[src/rtl/div.sv]
// Restoring 32-bit divider for the execute stage (DIV/DIVU), one quotient bit per cycle.
// Result {remainder, quotient} is held on result_o with ready_o while start_i stays high.
module div (
   input  logic        clk,
   input  logic        rst,
   input  logic        signed_div_i,
   input  logic [31:0] opdata1_i,
   input  logic [31:0] opdata2_i,
   input  logic        start_i,
   input  logic        annul_i,
   output logic [63:0] result_o,
   output logic        ready_o
);

   typedef enum logic [1:0] {
      S_FREE   = 2'd0,
      S_BYZERO = 2'd1,
      S_ON     = 2'd2,
      S_END    = 2'd3
   } state_t;

   state_t      state_reg, state_next;
   logic [4:0]  cnt_reg;
   logic [31:0] rem_reg;
   logic [31:0] quo_reg;
   logic [31:0] dvs_reg;
   logic        sgn_reg;
   logic        neg1_reg;
   logic        neg2_reg;
   logic [63:0] result_reg, result_next;
   logic        ready_reg, ready_next;

   logic [31:0] op1_abs;
   logic [31:0] op2_abs;
   logic [32:0] shifted;
   logic [32:0] dvs_ext;
   logic        q_bit;
   logic [31:0] rem_step;
   logic [31:0] quo_step;
   logic [31:0] quo_fix;
   logic [31:0] rem_fix;
   logic        accept;

   // Magnitudes only for signed ops; 0x80000000 stays 0x80000000, which is its correct unsigned magnitude.
   assign op1_abs = (signed_div_i && opdata1_i[31]) ? (~opdata1_i + 32'd1) : opdata1_i;
   assign op2_abs = (signed_div_i && opdata2_i[31]) ? (~opdata2_i + 32'd1) : opdata2_i;

   assign accept  = start_i && !annul_i;

   // One restoring step: bring in the next dividend bit, subtract if it fits.
   assign shifted  = {rem_reg, quo_reg[31]};
   assign dvs_ext  = {1'b0, dvs_reg};
   assign q_bit    = (shifted >= dvs_ext);
   assign rem_step = q_bit ? 32'(shifted - dvs_ext) : shifted[31:0];
   assign quo_step = {quo_reg[30:0], q_bit};

   assign quo_fix  = (sgn_reg && (neg1_reg ^ neg2_reg)) ? (~quo_step + 32'd1) : quo_step;
   assign rem_fix  = (sgn_reg && neg1_reg) ? (~rem_step + 32'd1) : rem_step;

   always_ff @(posedge clk) begin
      if (rst) begin
         state_reg  <= S_FREE;
         cnt_reg    <= 5'd0;
         rem_reg    <= 32'd0;
         quo_reg    <= 32'd0;
         dvs_reg    <= 32'd0;
         sgn_reg    <= 1'b0;
         neg1_reg   <= 1'b0;
         neg2_reg   <= 1'b0;
         result_reg <= 64'd0;
         ready_reg  <= 1'b0;
      end else begin
         state_reg  <= state_next;
         result_reg <= result_next;
         ready_reg  <= ready_next;
         case (state_reg)
            S_FREE: begin
               if (accept && (opdata2_i != 32'd0)) begin
                  rem_reg  <= 32'd0;
                  quo_reg  <= op1_abs;
                  dvs_reg  <= op2_abs;
                  sgn_reg  <= signed_div_i;
                  neg1_reg <= opdata1_i[31];
                  neg2_reg <= opdata2_i[31];
                  cnt_reg  <= 5'd0;
               end
            end
            S_ON: begin
               rem_reg <= rem_step;
               quo_reg <= quo_step;
               cnt_reg <= cnt_reg + 5'd1;
            end
            default: ;
         endcase
      end
   end

   always_comb begin
      state_next = state_reg;
      case (state_reg)
         S_FREE:   if (accept) state_next = (opdata2_i == 32'd0) ? S_BYZERO : S_ON;
         S_BYZERO: state_next = annul_i ? S_FREE : S_END;
         S_ON: begin
            if (annul_i)               state_next = S_FREE;
            else if (cnt_reg == 5'd31) state_next = S_END;
         end
         S_END:    state_next = start_i ? S_END : S_FREE;
         default:  state_next = S_FREE;
      endcase
   end

   // Result is captured once on entry to END and held until release; zero everywhere else.
   always_comb begin
      ready_next  = (state_next == S_END);
      result_next = 64'd0;
      if (state_reg == S_ON && state_next == S_END)
         result_next = {rem_fix, quo_fix};
      else if (state_reg == S_END && state_next == S_END)
         result_next = result_reg;
   end

   assign result_o = result_reg;
   assign ready_o  = ready_reg;

endmodule

[config.mk]
export PLATFORM = sky130hd
export DESIGN_NAME = div
export DESIGN_NICKNAME = d
export VERILOG_FILES = /design/src/rtl/div.sv
export SDC_FILE = /design/constraint.sdc
export NUM_CORES = 1
export LEC_CHECK = 0
export CAP_MARGIN = 20
export CELL_PAD_IN_SITES_DETAIL_PLACEMENT = 0
export CELL_PAD_IN_SITES_GLOBAL_PLACEMENT = 1
export CORE_MARGIN = 2
export CORE_UTILIZATION = 38
export CTS_CLUSTER_SIZE = 10
export DETAILED_ROUTE_END_ITERATION = 10
export GPL_TIMING_DRIVEN = 0
export HOLD_SLACK_MARGIN = 0.03
export PLACE_DENSITY_LB_ADDON = 0.1
export SYNTH_ARGS = -nofsm -noshare
export SYNTH_HDL_FRONTEND = slang
export SYNTH_SLANG_ARGS = --single-unit
export TNS_END_PERCENT = 10
[constraint.sdc]
create_clock -name clk -period 4.2 [get_ports clk]
set_clock_uncertainty 0.15 [all_clocks]
set_input_delay 0.84 -clock clk [delete_from_list [all_inputs] [get_ports clk]]
set_output_delay 0.84 -clock clk [all_outputs]
set_load 0.01 [all_outputs]
---- After elaboration in Yosys (flattened, before gate mapping) ----
Cells that the tools add are included.
Widths: inputs -> output; s select.
operators by class
  equality and inequality tests ........... 7
  bitwise gates (word level) .............. 5
  multiplexer cells ....................... 20
  add/subtract/negate cells ............... 6
  $lt $le $gt $ge ......................... 1
  reductions and logical operators ........ 15
operators by type and width
  operator               count
  $mux 32                7
  $add 32x1->32 const B  4
  $mux 64                2
  $not 32->32            4
  $pmux 32 s2            2
  $ge 33x32->1           1
  $logic_not 32->1       1
  $reduce_bool 32->1     1
  $sub 32x32->32         1
  $mux 2                 6
  $pmux 5 s2             1
  $logic_and 1x1->1      8
  $pmux 2 s4             1
  $eq 2x2->1 const B     3
  $add 5x1->5 const B    1
  $eq 5x5->1 const B     1
  $mux 5                 1
  $ne 2x2->1 const B     2
  $reduce_and 2->1       2
  $eq 2x1->1 const B     1
  $logic_not 2->1        1
  $reduce_bool 2->1      1
  $logic_not 1->1        1
  $xor 1x1->1            1
storage, ports and cells
  output and inout port bits .............. 65
  bits of input ports ..................... 69
  word-level logic and storage cells ...... 64
  register bits ........................... 171

---- Logic depth before layout (Yosys ltp) ----
Gate-level depths: netlist of the first run.
  depth after elaboration ................. 8
  gate-level depth with buffers ........... 22
  gate-level depth less buffers ........... 18

---- Least setup slack after synthesis of the first run ----
OpenSTA, ideal clock, no wires.
  path type ............................... reg-to-reg
  start ................................... reg rem_reg[5]
  end ..................................... reg result_reg[30] (netlist: result_o[30])
  arrival ................................. 4.048 ns
  clock period less this slack ............ 4.326 ns
  path slack .............................. -0.126 ns
  data required time ...................... 3.922 ns
  cell stages (with the launch flop) ...... 21
  buffers on the path ..................... 3
  setup time .............................. 0.128 ns
  path through ............................ dfxtp_1 > ha_1 > buf_2 > a211oi_1 > o21bai_1 > nor2b_1 > o2111a_1 > or2_1 > inv_2 > clkbuf_1 > clkbuf_1 > ha_1 > and3_1 > a21oi_1 > nor2_1 > o21ai_0 > a21oi_1 > o21ai_0 > xor2_1 > a22oi_1 > nor2_1
on the way
  word-level cells in the longest chain between the ends .. 5
RTL lines
  what                      line  text
  start: declaration        24    logic [31:0] rem_reg;
  start signal: assignment  89    rem_reg <= rem_step;
  $ge 33x32->1              53    assign q_bit = (shifted >= dvs_ext);
  $not 32->32               57    assign quo_fix = (sgn_reg && (neg1_reg ^ neg2_reg)) ? (~quo_step + 32'd1) : quo_step;
  $add 32x1->32             57
  $mux 32                   57
  $mux 64                   116   if (state_reg == S_ON && state_next == S_END)
  end signal: assignment    74    result_reg <= result_next;
  end: declaration          30    logic [63:0] result_reg, result_next;
Every way passes these cells.
A chain may end at the register's enable or synchronous reset.

---- Final worst setup path of the first run ----
  start ................................... reg quo_reg[31]
  end ..................................... reg result_reg[60] (netlist: result_o[60])
on the way
  word-level cells in the longest chain between the ends .. 6
  elaborated cells on any way between the ends .. 7
  classes of those cells .................. 2 x add/sub; 1 x order compare; 3 x mux; 1 x bitwise
RTL lines
  what                                            line    text
  start: declaration                              25      logic [31:0] quo_reg;
  start signal: assignment                        80      quo_reg <= op1_abs;
  start signal: assignment                        90      quo_reg <= quo_step;
  $sub 32x32->32 or $ge 33x32->1 (tied branches)  54, 53
  $mux 32 (*)                                     54      assign rem_step = q_bit ? 32'(shifted - dvs_ext) : shifted[31:0];
  $not 32->32                                     58      assign rem_fix = (sgn_reg && neg1_reg) ? (~rem_step + 32'd1) : rem_step;
  $add 32x1->32                                   58
  $mux 32 (*)                                     58
  $mux 64 (*)                                     116
Every way passes the cells marked *; elsewhere a longest branch is shown, timed or not.

==> run metrics, run 1 <==
status=complete, no violations; RSZ-0062 raised after global routing=yes; CP peak stage delay=0.59 ns; Final HPWL DP=34.1 mm; top post-synthesis cells by area=dfxtp_1, nor2_1, xor2_1, nand2_1, xnor2_1; Mapped Nets=1682; Clock transition at path regs=0.06 ns; Die W=179 um; setup tns final=0 ns; commonest non-fill, non-tap cell in the layout=nor2_1; all-layer global routing usage=27.3%; CP Max Fanout=6; setup violators final=0; vias per inst=5.63; Vias=12300; Most Frequent Cell on Critical Path=inv_1; DR iter-0 viols=942; Arrival @ worst endpoint=4.24 ns; area of the mapped netlist=0.0117 sq mm; FFs w/ async S/R, synth=0%; Yosys cell types=81; Ports=134; # hold bufs at CTS=0; critical path's top delay family=compound AO/OA/AOI/OAI gates; Fin. Hold Viols=0; first-pass GRT wire length=66.1 mm; largest area contributor in the netlist=dfxtp_1; CTS tree=yes; die height=179 um; Hold EP=result_o[61]$_SDFFE_PP0P_; min cycle time layout=4.06 ns; CP Class=register to register; final core utilization=50.1%; DP Area=0.0135 sq mm; peak supply drop=0.000469 V; Crit path buffers/inverters=3; layout net count=1882; max-slew violation count=0; Clock Path Buffers=2; layout cells sized above 1=13.8%; Max-Cap Viols=0; n_diodes=0; fillers=3083; min-delay src=result_o[61]$_SDFFE_PP0P_; switching power=0.00480 W; Logic pwr share=66.0%; synth warn=0; largest net degree at the start of global routing=17; Syn Area/Cell=7.41 sq um; H-tree depth=4; die area=0.0321 sq mm; ratio of final minimum period to clock period=96.8%; drt drc=0; Pre-antenna DRT Iters=5; vias in the first global route=11500; final instance area=0.0152 sq mm; Worst R2R Setup Slack=0.14 ns; average wire per standard cell=20.1 um; share of the synthesized area in the top cell type=29.3%; clock root buffer=clkbuf_16; core footprint=0.0304 sq mm; predominant post-synthesis flop cell=dfxtp_1; Mapped Cells=1574; Crit. End Element=register; number of synthesized flops with an enable pin=0; hold path cells=2; Cell Chain, Critical Path=inv_1 > ha_2 > inv_1 > fa_2 > a211oi_4 > o21ai_4 > buf_4 > a211o_1 > o21a_1 > nand2_1 > nand4_1 > or4b_4 > and2_4 > o41ai_4 > xnor2_2 > o21ai_1; Max Freq=0.246 GHz; Sw Ratio=47.4%; final wirelength=44.0 mm; cell-internal power=0.00532 W; cell total after placement=2102; Worst-Skew Late Latency=0.46 ns; Hold Crit Class=register to register; Reg2Reg Depth=16; #FFs+latches synth=171; Clk pwr share=15.7%; GPL Wtd Cong=0.914; most frequent cells in the layout=nor2_1, dfxtp_1, nand2_1; relative slew slack=49.7%; GRT Residual Overflow=0; CTS Sinks=171; max FFs per register=64; cell count along the critical path=16; RR Endpoint=result_o[60]$_SDFFE_PP0P_; CTS buffer count=17; P_leak=5.68 nW; worst r2r src=quo_reg[31]$_SDFFE_PP0P_; Worst-Margin Slew=0.755 ns; post-route antenna net violation count=0; Critical-path top delay cell=or4b_4; Seq/Total Area, Yosys=29.3%; worst hold margin=0.300 ns; Rows=64; IO Port Bufs=132; initial antenna violation count=0; Finished Layout Cells=2183; Area Overhead vs Synth=30.5%; Initial Util=38.3%; PwrDens=664 mW/mm^2; Worst setup SP type=register; Seq pwr share=18.3%; CP required=4.37 ns
[power by group through the flow]
| stage | Combinational (W) | Sequential, W | Clock, W |
|---|---|---|---|
| after CTS | 0.00597 | 0.00184 | 0.00160 |
| after global placement | 0.00508 | 0.00187 | 0 |
| after detailed placement | 0.00507 | 0.00187 | 0 |
| after floorplan | 0.00358 | 0.00181 | 0 |
| final | 0.00668 | 0.00185 | 0.00158 |
| after global routing | 0.00711 | 0.00186 | 0.00167 |
[synthesized netlist by cell type (11+ instances only)]
master and number:
nor2_1 265, dfxtp_1 171, nand2_1 154, a21oi_1 103
o21ai_0 82, xor2_1 74, clkbuf_1 71, xnor2_1 62
inv_1 50, a22oi_1 44, nor3_1 39, ha_1 38
a31oi_1 35, nand3_1 33, a211oi_1 30, buf_2 28
a221oi_1 27, o31ai_1 24, nor4_1 19, mux2i_1 16
or3_1 15, nand4_1 14, nor2b_1 12, nand2b_1 11
or4_1 11
[worst reg2reg max path: stages (launching register included)]
cell	delay (ns)
dfxtp_4	0.35
inv_1	0.05
ha_2	0.20
inv_1	0.07
fa_2	0.40
a211oi_4	0.35
o21ai_4	0.14
buf_4	0.18
a211o_1	0.27
o21a_1	0.23
nand2_1	0.08
nand4_1	0.17
or4b_4	0.59
and2_4	0.19
o41ai_4	0.26
xnor2_2	0.18
o21ai_1	0.08
[worst max-delay path by stage]
stage,from,endpoint,slack [ns]
2_1_floorplan,rem_reg[5]$_SDFFE_PP0P_,result_o[30]$_SDFFE_PP0P_,-0.02
3_3_place_gp,dvs_reg[24]$_SDFFE_PP0P_,result_o[30]$_SDFFE_PP0P_,-1.59
3_5_place_dp,dvs_reg[26]$_SDFFE_PP0P_,result_o[30]$_SDFFE_PP0P_,-1.53
4_1_cts,quo_reg[31]$_SDFFE_PP0P_,result_o[60]$_SDFFE_PP0P_,0.009
5_1_grt,quo_reg[31]$_SDFFE_PP0P_,result_o[60]$_SDFFE_PP0P_,-0.05
6_report,quo_reg[31]$_SDFFE_PP0P_,result_o[60]$_SDFFE_PP0P_,0.14
[cell type report]
class	count	area [sq um]	share of cell area [%]
tap	396	495	3.25
timing repair buffer	186	1730	11.3
buffer	99	593	3.89
inverter	51	199	1.31
sequential	171	3450	22.6
clock buffer	19	443	2.91
multi-input combinational	1248	8200	53.8
clock inverter	13	135	0.887
[metal layers]
metal / vias up / wire length, um / global-route usage (%)
met2: 400 / 19800 / 43.2
met3: 61 / 2190 / 3.56
met1: 5793 / 21200 / 38.9
met5: - / 0 / 0
met4: 0 / 854 / 7.02
li1: 6041 / - / -
[cell families after synthesis]
logic type                 Yosys count  synth area share, %
AOI/OAI and AO/OA                  443                 25.6
xor gates and xnor gates           136                 10.2
adders and majority gates           39                 4.25
buffers and inverters              155                 5.33
DFF                                171                 29.3
muxes                               17                 1.47
and+or+nand+nor                    613                 23.8
[timing repair]
action                                  CTS  global route
buffers inserted                         24            30
resized for setup                       108            95
pin swaps                                20            39
endpoints found under the setup margin  141           123
[through the flow]
stage / setup slack [ns] / total power (W)
detailed placement: -1.53 / 0.00694
floorplan: -0.0249 / 0.00539
global route: -0.0497 / 0.0106
global placement: -1.59 / 0.00695
finish: 0.136 / 0.0101
CTS: 0.00861 / 0.00942
Note: power is estimated with default switching activity, not from simulation.
==> run 2: changes to the inputs <==
--- a/config.mk
+++ b/config.mk
@@ -9,7 +9,8 @@
 export CELL_PAD_IN_SITES_DETAIL_PLACEMENT = 0
 export CELL_PAD_IN_SITES_GLOBAL_PLACEMENT = 1
 export CORE_MARGIN = 2
-export CORE_UTILIZATION = 38
+export CORE_UTILIZATION = 39
+export CTS_BUF_LIST = sky130_fd_sc_hd__clkbuf_8
 export CTS_CLUSTER_SIZE = 10
 export DETAILED_ROUTE_END_ITERATION = 10
 export GPL_TIMING_DRIVEN = 0
==> run metrics, run 2 (synthesis gave the netlist of run 1 again) <==
Ports=134 (unchanged); CTS tree=yes (unchanged); Rows=63 (was 64); min cycle time layout=4.10 ns (was 4.06 ns); vias in the first global route=11400 (was 11500); Finished Layout Cells=2168 (was 2183); Crit. End Element=register (unchanged); commonest non-fill, non-tap cell in the layout=nor2_1 (unchanged); Hold EP=result_o[60]$_SDFFE_PP0P_ (was result_o[61]$_SDFFE_PP0P_); Worst-Skew Late Latency=0.50 ns (was 0.46 ns); first-pass GRT wire length=65.9 mm (was 66.1 mm); drt drc=0 (unchanged); worst r2r src=quo_reg[31]$_SDFFE_PP0P_ (unchanged); Final HPWL DP=33.8 mm (was 34.1 mm); Hold Crit Class=register to register (unchanged); n_diodes=0 (unchanged); post-route antenna net violation count=0 (unchanged); Area Overhead vs Synth=28.2% (was 30.5%); status=complete, no violations (unchanged); all-layer global routing usage=27.6% (was 27.3%); Die W=177 um (was 179 um); CTS buffer count=17 (unchanged); initial antenna violation count=0 (unchanged); die area=0.0313 sq mm (was 0.0321 sq mm); GPL Wtd Cong=0.922 (was 0.914); GRT Residual Overflow=0 (unchanged); cell total after placement=2096 (was 2102); Max Freq=0.244 GHz (was 0.246 GHz); final wirelength=43.7 mm (was 44.0 mm); RR Endpoint=result_o[58]$_SDFFE_PP0P_ (was result_o[60]$_SDFFE_PP0P_); peak supply drop=0.000378 V (was 0.000469 V); die height=177 um (was 179 um); max FFs per register=64 (unchanged); Fin. Hold Viols=0 (unchanged); layout cells sized above 1=13.0% (was 13.8%); CP Class=register to register (unchanged); CP Max Fanout=8 (was 6); hold path cells=2 (unchanged); Power Total=0.00963 W (was 0.0101 W); relative slew slack=45.7% (was 49.7%); setup violators final=0 (unchanged); Initial Util=39.5% (was 38.3%); clock root buffer=clkbuf_8 (was clkbuf_16); min-delay src=result_o[60]$_SDFFE_PP0P_ (was result_o[61]$_SDFFE_PP0P_); largest net degree at the start of global routing=17 (unchanged); IO Port Bufs=132 (unchanged); Clock Path Buffers=2 (unchanged); DR iter-0 viols=1080 (was 942); layout net count=1874 (was 1882); Pre-antenna DRT Iters=5 (unchanged); core footprint=0.0296 sq mm (was 0.0304 sq mm); Worst setup SP type=register (unchanged); CTS Sinks=171 (unchanged); ratio of final minimum period to clock period=97.5% (was 96.8%); Worst R2R Setup Slack=0.10 ns (was 0.14 ns); Reg2Reg Depth=14 (was 16); max-slew violation count=0 (unchanged); average wire per standard cell=20.1 um (about the same); vias per inst=5.65 (was 5.63); Max-Cap Viols=0 (unchanged); Arrival @ worst endpoint=4.32 ns (was 4.24 ns); Worst-Margin Slew=0.814 ns (was 0.755 ns); Clock transition at path regs=0.10 ns (was 0.06 ns); PwrDens=644 mW/mm^2 (was 664 mW/mm^2); P_leak=5.54 nW (was 5.68 nW); Vias=12300 (about the same); most frequent cells in the layout=nor2_1, dfxtp_1, nand2_1 (unchanged); H-tree depth=4 (unchanged); CP required=4.42 ns (was 4.37 ns)
run 2: cell types whose count changed in the layout (fill, tap and decap cells not counted), moves of 3 or more:
| cell | change |
|---|---|
| buf_6 | -3 |
| clkbuf_8 | +19 |
| clkbuf_16 | -15 |
| buf_4 | -7 |
| clkinvlp_4 | +3 |
run 2: worst max-delay path, stage by stage, from the launching register on:
cell and delay (ns):
dfxtp_4 0.39, inv_1 0.06, ha_2 0.20, inv_1 0.06, fa_2 0.38, a211oi_4 0.34
o21ai_4 0.17, or4_4 0.46, a311oi_2 0.35, nand4b_1 0.28, o22ai_1 0.26, nand3_2 0.18
o41ai_2 0.36, xor2_1 0.25, o21ai_1 0.07
run 2: worst max path at each step:
| stage | startpoint | cells past startpoint | slack [ns] | endpoint |
|---|---|---|---|---|
| after global routing | quo_reg[31]$_SDFFE_PP0P_ | 16 | -0.01 | result_o[59]$_SDFFE_PP0P_ |
| after global placement | dvs_reg[26]$_SDFFE_PP0P_ | 20 | -1.61 | result_o[30]$_SDFFE_PP0P_ |
| final | quo_reg[31]$_SDFFE_PP0P_ | 14 | 0.10 | result_o[58]$_SDFFE_PP0P_ |
| after detailed placement | dvs_reg[26]$_SDFFE_PP0P_ | 20 | -1.54 | result_o[30]$_SDFFE_PP0P_ |
| after floorplan | rem_reg[5]$_SDFFE_PP0P_ | 20 | -0.02 | result_o[30]$_SDFFE_PP0P_ |
| after CTS | rem_reg[2]$_SDFFE_PP0P_ | 20 | 0.002 | result_o[62]$_SDFFE_PP0P_ |
run 2: per-layer routing:
| layer | track usage [%] | part of all wire [%] | routed length, um |
|---|---|---|---|
| met4 | 10.1 | 3.1 | 1360 |
| met3 | 4.83 | 5.1 | 2230 |
| met2 | 41.7 | 43 | 18700 |
| met1 | 39.2 | 49 | 21400 |
| met5 | 0 | 0 | 0 |
run 2: area by class of cell:
class                   instances  area (sq um)
inverters                      51           199
fillers                      2993         14600
plain buffers                 100           598
flip-flops and latches        171          3450
clock inverters                11           110
clock buffers                  20           275
well taps                     390           488
repair buffers                177          1660
multi-input cells            1248          8180
run 2: timing repair:
item                       CTS  global route
buffers inserted            17            28
hold buffers                 0             0
setup endpoints to repair  140            88
pin swaps                   18            38
gates resized for setup    120            71
run 2: report_power, final:
group | leakage (nW) | switching (W) | internal, W
clock network | 0.182 | 0.000684 | 0.000520
logic | 3.97 | 0.00388 | 0.00270
registers | 1.39 | 0.000136 | 0.00171
total | 5.54 | 0.00470 | 0.00493
run 2: stage by stage:
step | util [%] | hold WS [ns] | setup slack (ns) | TNS, ns | cell area (sq um)
2_1_floorplan | - | 0.282 | -0.0249 | -0.0249 | 11700
3_3_place_gp | 45.6 | 0.288 | -1.61 | -101.55 | 13500
3_5_place_dp | 45.6 | 0.290 | -1.54 | -100.06 | 13500
4_1_cts | 48.9 | 0.300 | 0.00181 | 0 | 14500
5_1_grt | 50.6 | 0.324 | -0.0123 | -0.0340 | 15000
6_report | 50.6 | 0.295 | 0.103 | 0 | 15000
